## config.mk

```make
export PLATFORM = sky130hd
export DESIGN_NAME = cache_mem_arb
export DESIGN_NICKNAME = d
export VERILOG_FILES = /design/src/rtl/cache_pkg.sv /design/src/rtl/rr_arb2.sv /design/src/rtl/cache_mem_arb.sv
export SDC_FILE = /design/constraint.sdc
export NUM_CORES = 1
export LEC_CHECK = 0
export CAP_MARGIN = 20
export CORE_AREA = 3 3 217 219
export DETAILED_ROUTE_END_ITERATION = 16
export DIE_AREA = 0 0 220 222
export GPL_ROUTABILITY_DRIVEN = 0
export GPL_TIMING_DRIVEN = 1
export PLACE_DENSITY = 0.6
export SLEW_MARGIN = 10
export SYNTH_ARGS = -nofsm -noshare
export SYNTH_HDL_FRONTEND = slang
export SYNTH_SLANG_ARGS = --single-unit
```

## constraint.sdc

```tcl
create_clock -name clk -period 10.9 [get_ports clk]
set_input_delay 3.27 -clock clk [delete_from_list [all_inputs] [get_ports clk]]
set_output_delay 3.27 -clock clk [all_outputs]
set_load 0.1 [all_outputs]
```

## src/rtl/cache_pkg.sv

```systemverilog
// Shared cache/memory-port definitions: FSM encodings, requester ids, request types.
// Latency: n/a (types and constants only).
// Backpressure: n/a.
package cache_pkg;

    // One-hot read-channel states of the memory arbiter.
    typedef enum logic [2:0] {
        R_IDLE = 3'b001,
        R_REQ  = 3'b010,
        R_RESP = 3'b100
    } rd_state_t;

    // One-hot write-back buffer states.
    typedef enum logic [2:0] {
        W_IDLE = 3'b001,
        W_REQ  = 3'b010,
        W_WAIT = 3'b100
    } wr_state_t;

    // Requester ids; also the bit position of each requester in arbiter vectors.
    localparam logic OWNER_I = 1'b0;
    localparam logic OWNER_D = 1'b1;

    // Full cache-line transfer.
    localparam logic [2:0] LINE_TYPE = 3'b100;

    // Byte-offset bits inside one 16-byte line; above these is the line tag.
    localparam int LINE_OFS_W = 4;

endpackage

```

## src/rtl/rr_arb2.sv

```systemverilog
// Two-input round-robin arbiter; on a tie the requester not granted last time wins.
// Latency: grant is combinational from req; the fairness pointer updates on the next edge.
// Backpressure: en=0 suppresses all grants and freezes the pointer.
//
// Ports:
//   clk, reset     clock, asynchronous active-high reset (pointer -> OWNER_D)
//   req[1:0]       bit OWNER_I = icache, bit OWNER_D = dcache
//   en             arbitration allowed this cycle
//   gnt[1:0]       one-hot grant (zero when nothing granted)
//   gnt_id         id of the granted requester (only meaningful when |gnt)
module rr_arb2
    import cache_pkg::*;
(
    input  logic       clk,
    input  logic       reset,
    input  logic [1:0] req,
    input  logic       en,
    output logic [1:0] gnt,
    output logic       gnt_id
);

    logic last_grant;

    always_comb begin
        gnt    = 2'b00;
        gnt_id = OWNER_I;
        if (req[OWNER_I] && req[OWNER_D]) begin
            gnt_id = ~last_grant;
        end else if (req[OWNER_D]) begin
            gnt_id = OWNER_D;
        end
        if (en && (|req)) begin
            gnt = (gnt_id == OWNER_D) ? 2'b10 : 2'b01;
        end
    end

    // Starts at OWNER_D so the first tie after reset goes to the icache.
    always_ff @(posedge clk or posedge reset) begin
        if (reset) begin
            last_grant <= OWNER_D;
        end else if (en && (|req)) begin
            last_grant <= gnt_id;
        end
    end

endmodule

```

## src/rtl/cache_mem_arb.sv

```systemverilog
// Shares one bridge port between icache (line reads) and dcache (line reads + write-backs).
// Latency: read grant is combinational; bridge request the cycle after grant; write latched in one cycle.
// Backpressure: one read outstanding; one-entry write buffer (d_wr_rdy=0 while occupied); reads to the buffered line wait.
//
// Ports:
//   clk, reset                     clock, asynchronous active-high reset
//   i_rd_* / i_ret_*               icache read request and return beats
//   d_rd_* / d_ret_*               dcache read request and return beats
//   d_wr_*                         dcache dirty-line write-back into the buffer
//   m_rd_* / m_ret_*               bridge read channel
//   m_wr_* / m_wr_done             bridge write channel and write-response pulse
module cache_mem_arb
    import cache_pkg::*;
#(
    parameter int ADDR_W = 32,
    parameter int LINE_W = 128,
    parameter int DATA_W = 32
) (
    input  logic              clk,
    input  logic              reset,
    input  logic              i_rd_req,
    input  logic [2:0]        i_rd_type,
    input  logic [ADDR_W-1:0] i_rd_addr,
    output logic              i_rd_rdy,
    output logic              i_ret_valid,
    output logic              i_ret_last,
    output logic [DATA_W-1:0] i_ret_data,
    input  logic              d_rd_req,
    input  logic [2:0]        d_rd_type,
    input  logic [ADDR_W-1:0] d_rd_addr,
    output logic              d_rd_rdy,
    output logic              d_ret_valid,
    output logic              d_ret_last,
    output logic [DATA_W-1:0] d_ret_data,
    input  logic              d_wr_req,
    input  logic [2:0]        d_wr_type,
    input  logic [ADDR_W-1:0] d_wr_addr,
    input  logic [3:0]        d_wr_wstrb,
    input  logic [LINE_W-1:0] d_wr_data,
    output logic              d_wr_rdy,
    output logic              m_rd_req,
    output logic [2:0]        m_rd_type,
    output logic [ADDR_W-1:0] m_rd_addr,
    input  logic              m_rd_rdy,
    input  logic              m_ret_valid,
    input  logic              m_ret_last,
    input  logic [DATA_W-1:0] m_ret_data,
    output logic              m_wr_req,
    output logic [2:0]        m_wr_type,
    output logic [ADDR_W-1:0] m_wr_addr,
    output logic [3:0]        m_wr_wstrb,
    output logic [LINE_W-1:0] m_wr_data,
    input  logic              m_wr_rdy,
    input  logic              m_wr_done
);

    rd_state_t         rd_state;
    wr_state_t         wr_state;
    logic              rd_owner;
    logic [ADDR_W-1:0] rd_addr_q;
    logic [2:0]        rd_type_q;
    logic [ADDR_W-1:0] wr_addr_q;
    logic [2:0]        wr_type_q;
    logic [3:0]        wr_strb_q;
    logic [LINE_W-1:0] wr_data_q;

    logic              wr_busy;
    logic              i_blk;
    logic              d_blk;
    logic [1:0]        rd_elig;
    logic              arb_en;
    logic [1:0]        rd_gnt;
    logic              gnt_id;
    logic              rd_resp;

    // Hazard check looks only at the registered buffer, so a write being
    // latched this very cycle does not block a same-line read yet.
    assign wr_busy = (wr_state != W_IDLE);
    assign i_blk   = wr_busy && (i_rd_addr[ADDR_W-1:LINE_OFS_W] == wr_addr_q[ADDR_W-1:LINE_OFS_W]);
    assign d_blk   = wr_busy && (d_rd_addr[ADDR_W-1:LINE_OFS_W] == wr_addr_q[ADDR_W-1:LINE_OFS_W]);

    assign rd_elig[OWNER_I] = i_rd_req && !i_blk;
    assign rd_elig[OWNER_D] = d_rd_req && !d_blk;

    // Gating on reset keeps rd_rdy low while reset is held.
    assign arb_en = (rd_state == R_IDLE) && !reset;

    rr_arb2 u_arb (
        .clk    (clk),
        .reset  (reset),
        .req    (rd_elig),
        .en     (arb_en),
        .gnt    (rd_gnt),
        .gnt_id (gnt_id)
    );

    assign i_rd_rdy = rd_gnt[OWNER_I];
    assign d_rd_rdy = rd_gnt[OWNER_D];

    // Read channel
    always_ff @(posedge clk or posedge reset) begin
        if (reset) begin
            rd_state  <= R_IDLE;
            rd_owner  <= OWNER_I;
            rd_addr_q <= '0;
            rd_type_q <= '0;
        end else begin
            case (rd_state)
                R_IDLE: begin
                    if (|rd_gnt) begin
                        rd_owner  <= gnt_id;
                        rd_addr_q <= (gnt_id == OWNER_D) ? d_rd_addr : i_rd_addr;
                        rd_type_q <= (gnt_id == OWNER_D) ? d_rd_type : i_rd_type;
                        rd_state  <= R_REQ;
                    end
                end
                R_REQ: begin
                    if (m_rd_rdy) begin
                        rd_state <= R_RESP;
                    end
                end
                R_RESP: begin
                    if (m_ret_valid && m_ret_last) begin
                        rd_state <= R_IDLE;
                    end
                end
                default: rd_state <= R_IDLE;
            endcase
        end
    end

    assign m_rd_req  = (rd_state == R_REQ);
    assign m_rd_addr = rd_addr_q;
    assign m_rd_type = rd_type_q;

    // Beats outside R_RESP have no owner and are dropped; data is zeroed there
    // so nothing leaks to either cache while idle or in reset.
    assign rd_resp     = (rd_state == R_RESP);
    assign i_ret_valid = rd_resp && (rd_owner == OWNER_I) && m_ret_valid;
    assign i_ret_last  = rd_resp && (rd_owner == OWNER_I) && m_ret_last;
    assign d_ret_valid = rd_resp && (rd_owner == OWNER_D) && m_ret_valid;
    assign d_ret_last  = rd_resp && (rd_owner == OWNER_D) && m_ret_last;
    assign i_ret_data  = rd_resp ? m_ret_data : '0;
    assign d_ret_data  = rd_resp ? m_ret_data : '0;

    // Write-back buffer
    always_ff @(posedge clk or posedge reset) begin
        if (reset) begin
            wr_state  <= W_IDLE;
            wr_addr_q <= '0;
            wr_type_q <= '0;
            wr_strb_q <= '0;
            wr_data_q <= '0;
        end else begin
            case (wr_state)
                W_IDLE: begin
                    if (d_wr_req) begin
                        wr_addr_q <= d_wr_addr;
                        wr_type_q <= d_wr_type;
                        wr_strb_q <= d_wr_wstrb;
                        wr_data_q <= d_wr_data;
                        wr_state  <= W_REQ;
                    end
                end
                W_REQ: begin
                    if (m_wr_rdy) begin
                        wr_state <= W_WAIT;
                    end
                end
                W_WAIT: begin
                    if (m_wr_done) begin
                        wr_state <= W_IDLE;
                    end
                end
                default: wr_state <= W_IDLE;
            endcase
        end
    end

    assign d_wr_rdy   = (wr_state == W_IDLE);
    assign m_wr_req   = (wr_state == W_REQ);
    assign m_wr_addr  = wr_addr_q;
    assign m_wr_type  = wr_type_q;
    assign m_wr_wstrb = wr_strb_q;
    assign m_wr_data  = wr_data_q;

endmodule
```

---- Yosys cells after proc, flatten, opt, wreduce, memory -nomap -nowiden ----
Cells that the tools add are included.
cells by class
  reduce and logical (&&, ||, !) cells .... 23
  multiplexer cells ....................... 15
  equal/unequal tests ..................... 15
  bitwise gates (word level) .............. 2
operator list
  cell                                                   count
  two-way mux 32 bit                                     2
  equality test 28 bit                                   2
  two-way mux 3 bit                                      7
  one-hot mux 3 bit (3 select lines)                     2
  logical AND 1 bit                                      14
  inequality test 2 x 1 -> 1 bit, second input constant  4
  equality test 3 x 1 -> 1 bit, second input constant    2
  equality test 3 x 2 -> 1 bit, second input constant    2
  equality test 3 bit, second input constant             2
  AND reduction 3 bit                                    2
  two-way mux 2 bit                                      2
  inequality test 2 bit, second input constant           2
  AND reduction 2 bit                                    2
  OR reduction 2 bit                                     2
  zero test 1 bit                                        3
  inequality test 3 x 1 -> 1 bit, second input constant  1
  two-way mux 1 bit                                      2
  inverter 1 bit                                         2
storage, ports and cells
  input bits .............................. 279
  register bits ........................... 210
  word-level logic and storage cells ...... 65
  output and inout port bits .............. 275

---- Longest topological paths before layout ----
  depth after elaboration ................. 11
  mapped depth ............................ 8
  depth with buffers taken out ............ 6

---- Hierarchy ----
From an unflattened synthesis, not the netlist that was laid out.
unflattened totals
  cell total of the unflattened synthesis .. 702
  area total of the unflattened synthesis .. 9851.9 µm²
modules (own cells, without submodules)
  module         cells an instance  area each (µm²)  sequential area each (µm²)  instances
  cache_mem_arb  693                9780.6           5232.5                      1
  rr_arb2        9                  71.3             26.3                        1

---- Worst setup path before layout ----
OpenSTA, ideal clock, no wires.
  path kind ............................... input port to output port
  from .................................... input port d_rd_addr[30]
  to ...................................... output port i_rd_rdy
  buffers on the path ..................... 0
  stages on the path ...................... 6
  data arrival time ....................... 6.593 ns
  required time ........................... 7.630 ns
  setup slack ............................. 1.037 ns
  cell sequence ........................... xor2_1 or4_1 nor4_4 a21bo_1 nor2_1 nor3_1
on the way
  word-level cells in the longest chain between the ends .. 8
  elaborated cells between the ends (all ways) .. 11
  classes of those cells .................. eq/ne (1); mux (4); reduce/logical (6)
RTL lines
  what                                                           line                          RTL
  from (decl)                                                    cache_mem_arb.sv:30           input logic [ADDR_W-1:0] d_rd_addr,
  equality test 28 bit (*)                                       cache_mem_arb.sv:80           assign d_blk = wr_busy && (d_rd_addr[ADDR_W-1:LINE_OFS_W] == wr_addr_q[ADDR_W-1:LINE_OFS_W]);
  logical AND 1 bit (*)                                          cache_mem_arb.sv:80
  zero test 1 bit (*)                                            cache_mem_arb.sv:83           assign rd_elig[OWNER_D] = d_rd_req && !d_blk;
  logical AND 1 bit (*)                                          cache_mem_arb.sv:83
  two-way mux 1 bit / logical AND 1 bit (equally long branches)  rr_arb2.sv:29, rr_arb2.sv:27
  two-way mux 1 bit                                              rr_arb2.sv:27                 if (req[OWNER_I] && req[OWNER_D]) begin
  two-way mux 2 bit                                              rr_arb2.sv:33                 gnt = (gnt_id == OWNER_D) ? 2'b10 : 2'b01;
  two-way mux 2 bit (*)                                          rr_arb2.sv:32                 if (en && (|req)) begin
  to (decl)                                                      cache_mem_arb.sv:24           output logic i_rd_rdy,
Mark *: on every way between the ends. The rest lies on a longest branch, timed or not.

---- Worst setup path after layout ----
  from .................................... input port i_rd_addr[27]
  to ...................................... output port d_rd_rdy
on the way
  word-level cells in the longest chain between the ends .. 8
  elaborated cells between the ends (all ways) .. 10
  classes of those cells .................. eq/ne (1); mux (3); reduce/logical (6)
RTL lines
  what                      line                 RTL
  from (decl)               cache_mem_arb.sv:23  input logic [ADDR_W-1:0] i_rd_addr,
  equality test 28 bit (*)  cache_mem_arb.sv:79  assign i_blk = wr_busy && (i_rd_addr[ADDR_W-1:LINE_OFS_W] == wr_addr_q[ADDR_W-1:LINE_OFS_W]);
  logical AND 1 bit (*)     cache_mem_arb.sv:79
  zero test 1 bit (*)       cache_mem_arb.sv:82  assign rd_elig[OWNER_I] = i_rd_req && !i_blk;
  logical AND 1 bit (*)     cache_mem_arb.sv:82
  logical AND 1 bit         rr_arb2.sv:27
  two-way mux 1 bit         rr_arb2.sv:27
  two-way mux 2 bit         rr_arb2.sv:33
  two-way mux 2 bit (*)     rr_arb2.sv:32
  to (decl)                 cache_mem_arb.sv:31  output logic d_rd_rdy,
Marked as above.

==> out/metrics.cfg <==
[cts]
htreeDepth=1
post_cts_resize_count=0
clk_transition_reported_paths_ns=0.06
max-clock-path-buffers=3
cts_tree=yes
clk_latency_ns=0.55
tritoncts_num_sinks=210
cts_made_buffers=27
clock-root-buffer=sky130_fd_sc_hd__clkbuf_16
post_cts_buffers=0
ctsHoldBuffers=0

[sta]
report.final.slew_viol_count=0
worst_slew_pin_slew_ns=1.10
rsz0062_at_grt=false
finalCriticalPeriod_ns=9.71
fin_ws_ns=1.19
slew_headroom_pct=26.7
clock_skew_ns=0.0169
setup_viol=0
setup_total_negative_slack_ns=0
max_clock_freq_mhz=103
fin_crit_sh_pct=89.1
timing.final.hold_violations=0

[route]
avgViaCountPerCell=4.32
drt_drc_violations_left=0
drt.antenna.violating_nets=0
wl_per_cell_um=21.7
via_count=8194
routed_wl_um=41100
dr.first_iter.drc_count=386
detailedRoute.firstPassIterationCount=5

[global_route]
grt.met3_usage_pct=5.58
total_grt_usage_pct=16.3
overflow=0
grt_pass1_wl_um=59300
number_of_antenna_violations_at_the_first_check_in_global_routing=9
grt.met2_usage_pct=29.9
use_met1_pct=17.0
grt_pass1_vias=8911
grt_busiest_layer=met2
grt_max_degree=148

[run]
max-cap-violations=0

[final_layout]
utilization_pct=36.5
mostFrequentLayoutCell=sky130_fd_sc_hd__clkdlybuf4s50_1
proportion_of_layout_cells_with_a_drive_suffix_above_1_pct=19.2
fin_area_sq_um=16500
finish.net_count=1547
mostFrequentLayoutCells=sky130_fd_sc_hd__clkdlybuf4s50_1, sky130_fd_sc_hd__dfrtp_1, sky130_fd_sc_hd__mux2_2
area_growth_pct=74.2

[floorplanning]
core_area_sq_um=45300
dieWidth_um=220
io_pins=554
std_cell_rows=78
die_h_um=222
initial_core_util_pct=21.0
dieArea_sq_um=48800

[critical_path]
cp_num_buf_inv=3
crit_required_ns=7.63
setup.worst_path.end_class=output pin
worst_path_largest_cell_delay_ns=0.68
timing_worst_setup_path_type=input pin to output pin
cell_family_with_most_cp_delay=simple AND/OR/NAND/NOR gates
path_max_fanout=38
setup.reg_to_reg.worst_slack_ns=7.51
worstPathCellList=clkdlybuf4s50_1 > xnor2_1 > nand4_1 > nor4_4 > a21oi_4 > buf_4 > or2_2 > and2_1 > buf_12
critical_path_arrival_ns=6.44
critPathSlowestCell=sky130_fd_sc_hd__or2_2
critPathLaunchType=input pin

[synth]
synth_seq_area_share_pct=55.4
synth_area_per_cell_sq_um=12.6
synth.distinct_cells=39
synth_area_sq_um=9490
yosys_most_used_dff=sky130_fd_sc_hd__dfrtp_1
postSynthCellCount=752
postSynthNetCount=1031
synth-edff-count=0
yosys_warnings=0
postSynth.asyncResetShare_pct=100
postSynthRegisterBits=210

[outcome]
outcome=complete, no violations

[placement]
port-buffer-count=553
dp_slack_ns=1.20
hpwl_um=32100
post_dp_cell_area_sq_um=15500

[hold_path]
hp-class=flip-flop to flip-flop

==> final timing paths <==
path	from	to	depth (start not counted)
worst max-delay path	i_rd_addr[27]	d_rd_rdy	9
max in group asynchronous	reset	m_wr_addr[2]$_DFFE_PP0P_	3
worst max register to register	wr_state[0]$_DFFE_PP1P_	rd_owner$_DFFE_PP0P_	7
min in group asynchronous	reset	m_wr_addr[10]$_DFFE_PP0P_	2
worst min-delay path	m_wr_addr[1]$_DFFE_PP0P_	m_wr_addr[1]$_DFFE_PP0P_	1
worst min register to register	m_wr_addr[1]$_DFFE_PP0P_	m_wr_addr[1]$_DFFE_PP0P_	1
==> sequential cells by signal (all words and copies together) (netlist names) <==
signal	count
m_rd_addr	32
m_rd_type	3
m_wr_addr	32
m_wr_data	128
m_wr_type	3
m_wr_wstrb	4
rd_owner	1
rd_state	3
u_arb.last_grant	1
wr_state	3
==> logic make-up after synthesis <==
group / after synthesis / synth area share [%]
AO/OA/AOI/OAI: 85 / 5.30
flip-flops: 210 / 55.4
XOR/XNOR: 56 / 5.17
buffers and inverters: 80 / 4.91
AND/OR/NAND/NOR: 152 / 9.10
multiplexers: 169 / 20.1
==> area by class of cell <==
class | instances | area, sq um
Sequential cell | 210 | 5260
Clock inverter | 14 | 231
Antenna cell | 7 | 17.5
Fill cell | 4455 | 28800
Inverter | 3 | 18.8
Clock buffer | 36 | 779
Multi-Input combinational cell | 462 | 3810
Tap cell | 600 | 751
Timing Repair Buffer | 564 | 5660
==> cell usage after synthesis, types with 2 or more instances <==
library cell               count  area [sq um]
sky130_fd_sc_hd__buf_4        34           255
sky130_fd_sc_hd__nor4_1        2          12.5
sky130_fd_sc_hd__nand3_1      38           190
sky130_fd_sc_hd__inv_1         3          11.3
sky130_fd_sc_hd__clkbuf_1     26          97.6
sky130_fd_sc_hd__a31oi_1      35           219
sky130_fd_sc_hd__a21oi_2       2          17.5
sky130_fd_sc_hd__dfstp_2       3          78.8
sky130_fd_sc_hd__nor3_1       38           190
sky130_fd_sc_hd__nor3b_1       3          22.5
sky130_fd_sc_hd__xor2_1        6          52.6
sky130_fd_sc_hd__a21boi_1      2          15.0
sky130_fd_sc_hd__nor4_4        2          42.5
sky130_fd_sc_hd__nand3b_1      2          15.0
sky130_fd_sc_hd__a21oi_1       2          10.0
sky130_fd_sc_hd__buf_6         3          33.8
sky130_fd_sc_hd__buf_2        12          60.1
sky130_fd_sc_hd__xnor2_1      50           438
sky130_fd_sc_hd__and2_1       36           225
sky130_fd_sc_hd__nor2_1        6          22.5
sky130_fd_sc_hd__and3_1        2          12.5
sky130_fd_sc_hd__dfrtp_1     207          5180
sky130_fd_sc_hd__o21ai_0      38           190
sky130_fd_sc_hd__buf_1         2          7.51
sky130_fd_sc_hd__nand4_1      10          62.6
sky130_fd_sc_hd__mux2_2      168          1890
sky130_fd_sc_hd__nand2_1       8          30.0
==> through the flow <==
stage,instances,hold WS [ns]
final,1896,0.502
after CTS,1889,0.507
after floorplan,752,0.475
after detailed placement,1839,0.495
after global placement,1838,0.489
after global routing,1895,0.511
==> layer usage <==
layer / up-vias / share of wire (%)
met4: 2 / 3.5
met3: 64 / 10
li1: 3701 / -
met5: - / 0.029
met2: 427 / 52
met1: 4000 / 35
Power is not shown: default switching activity piles up to over one toggle a cycle in this logic, so the estimate is an artifact.
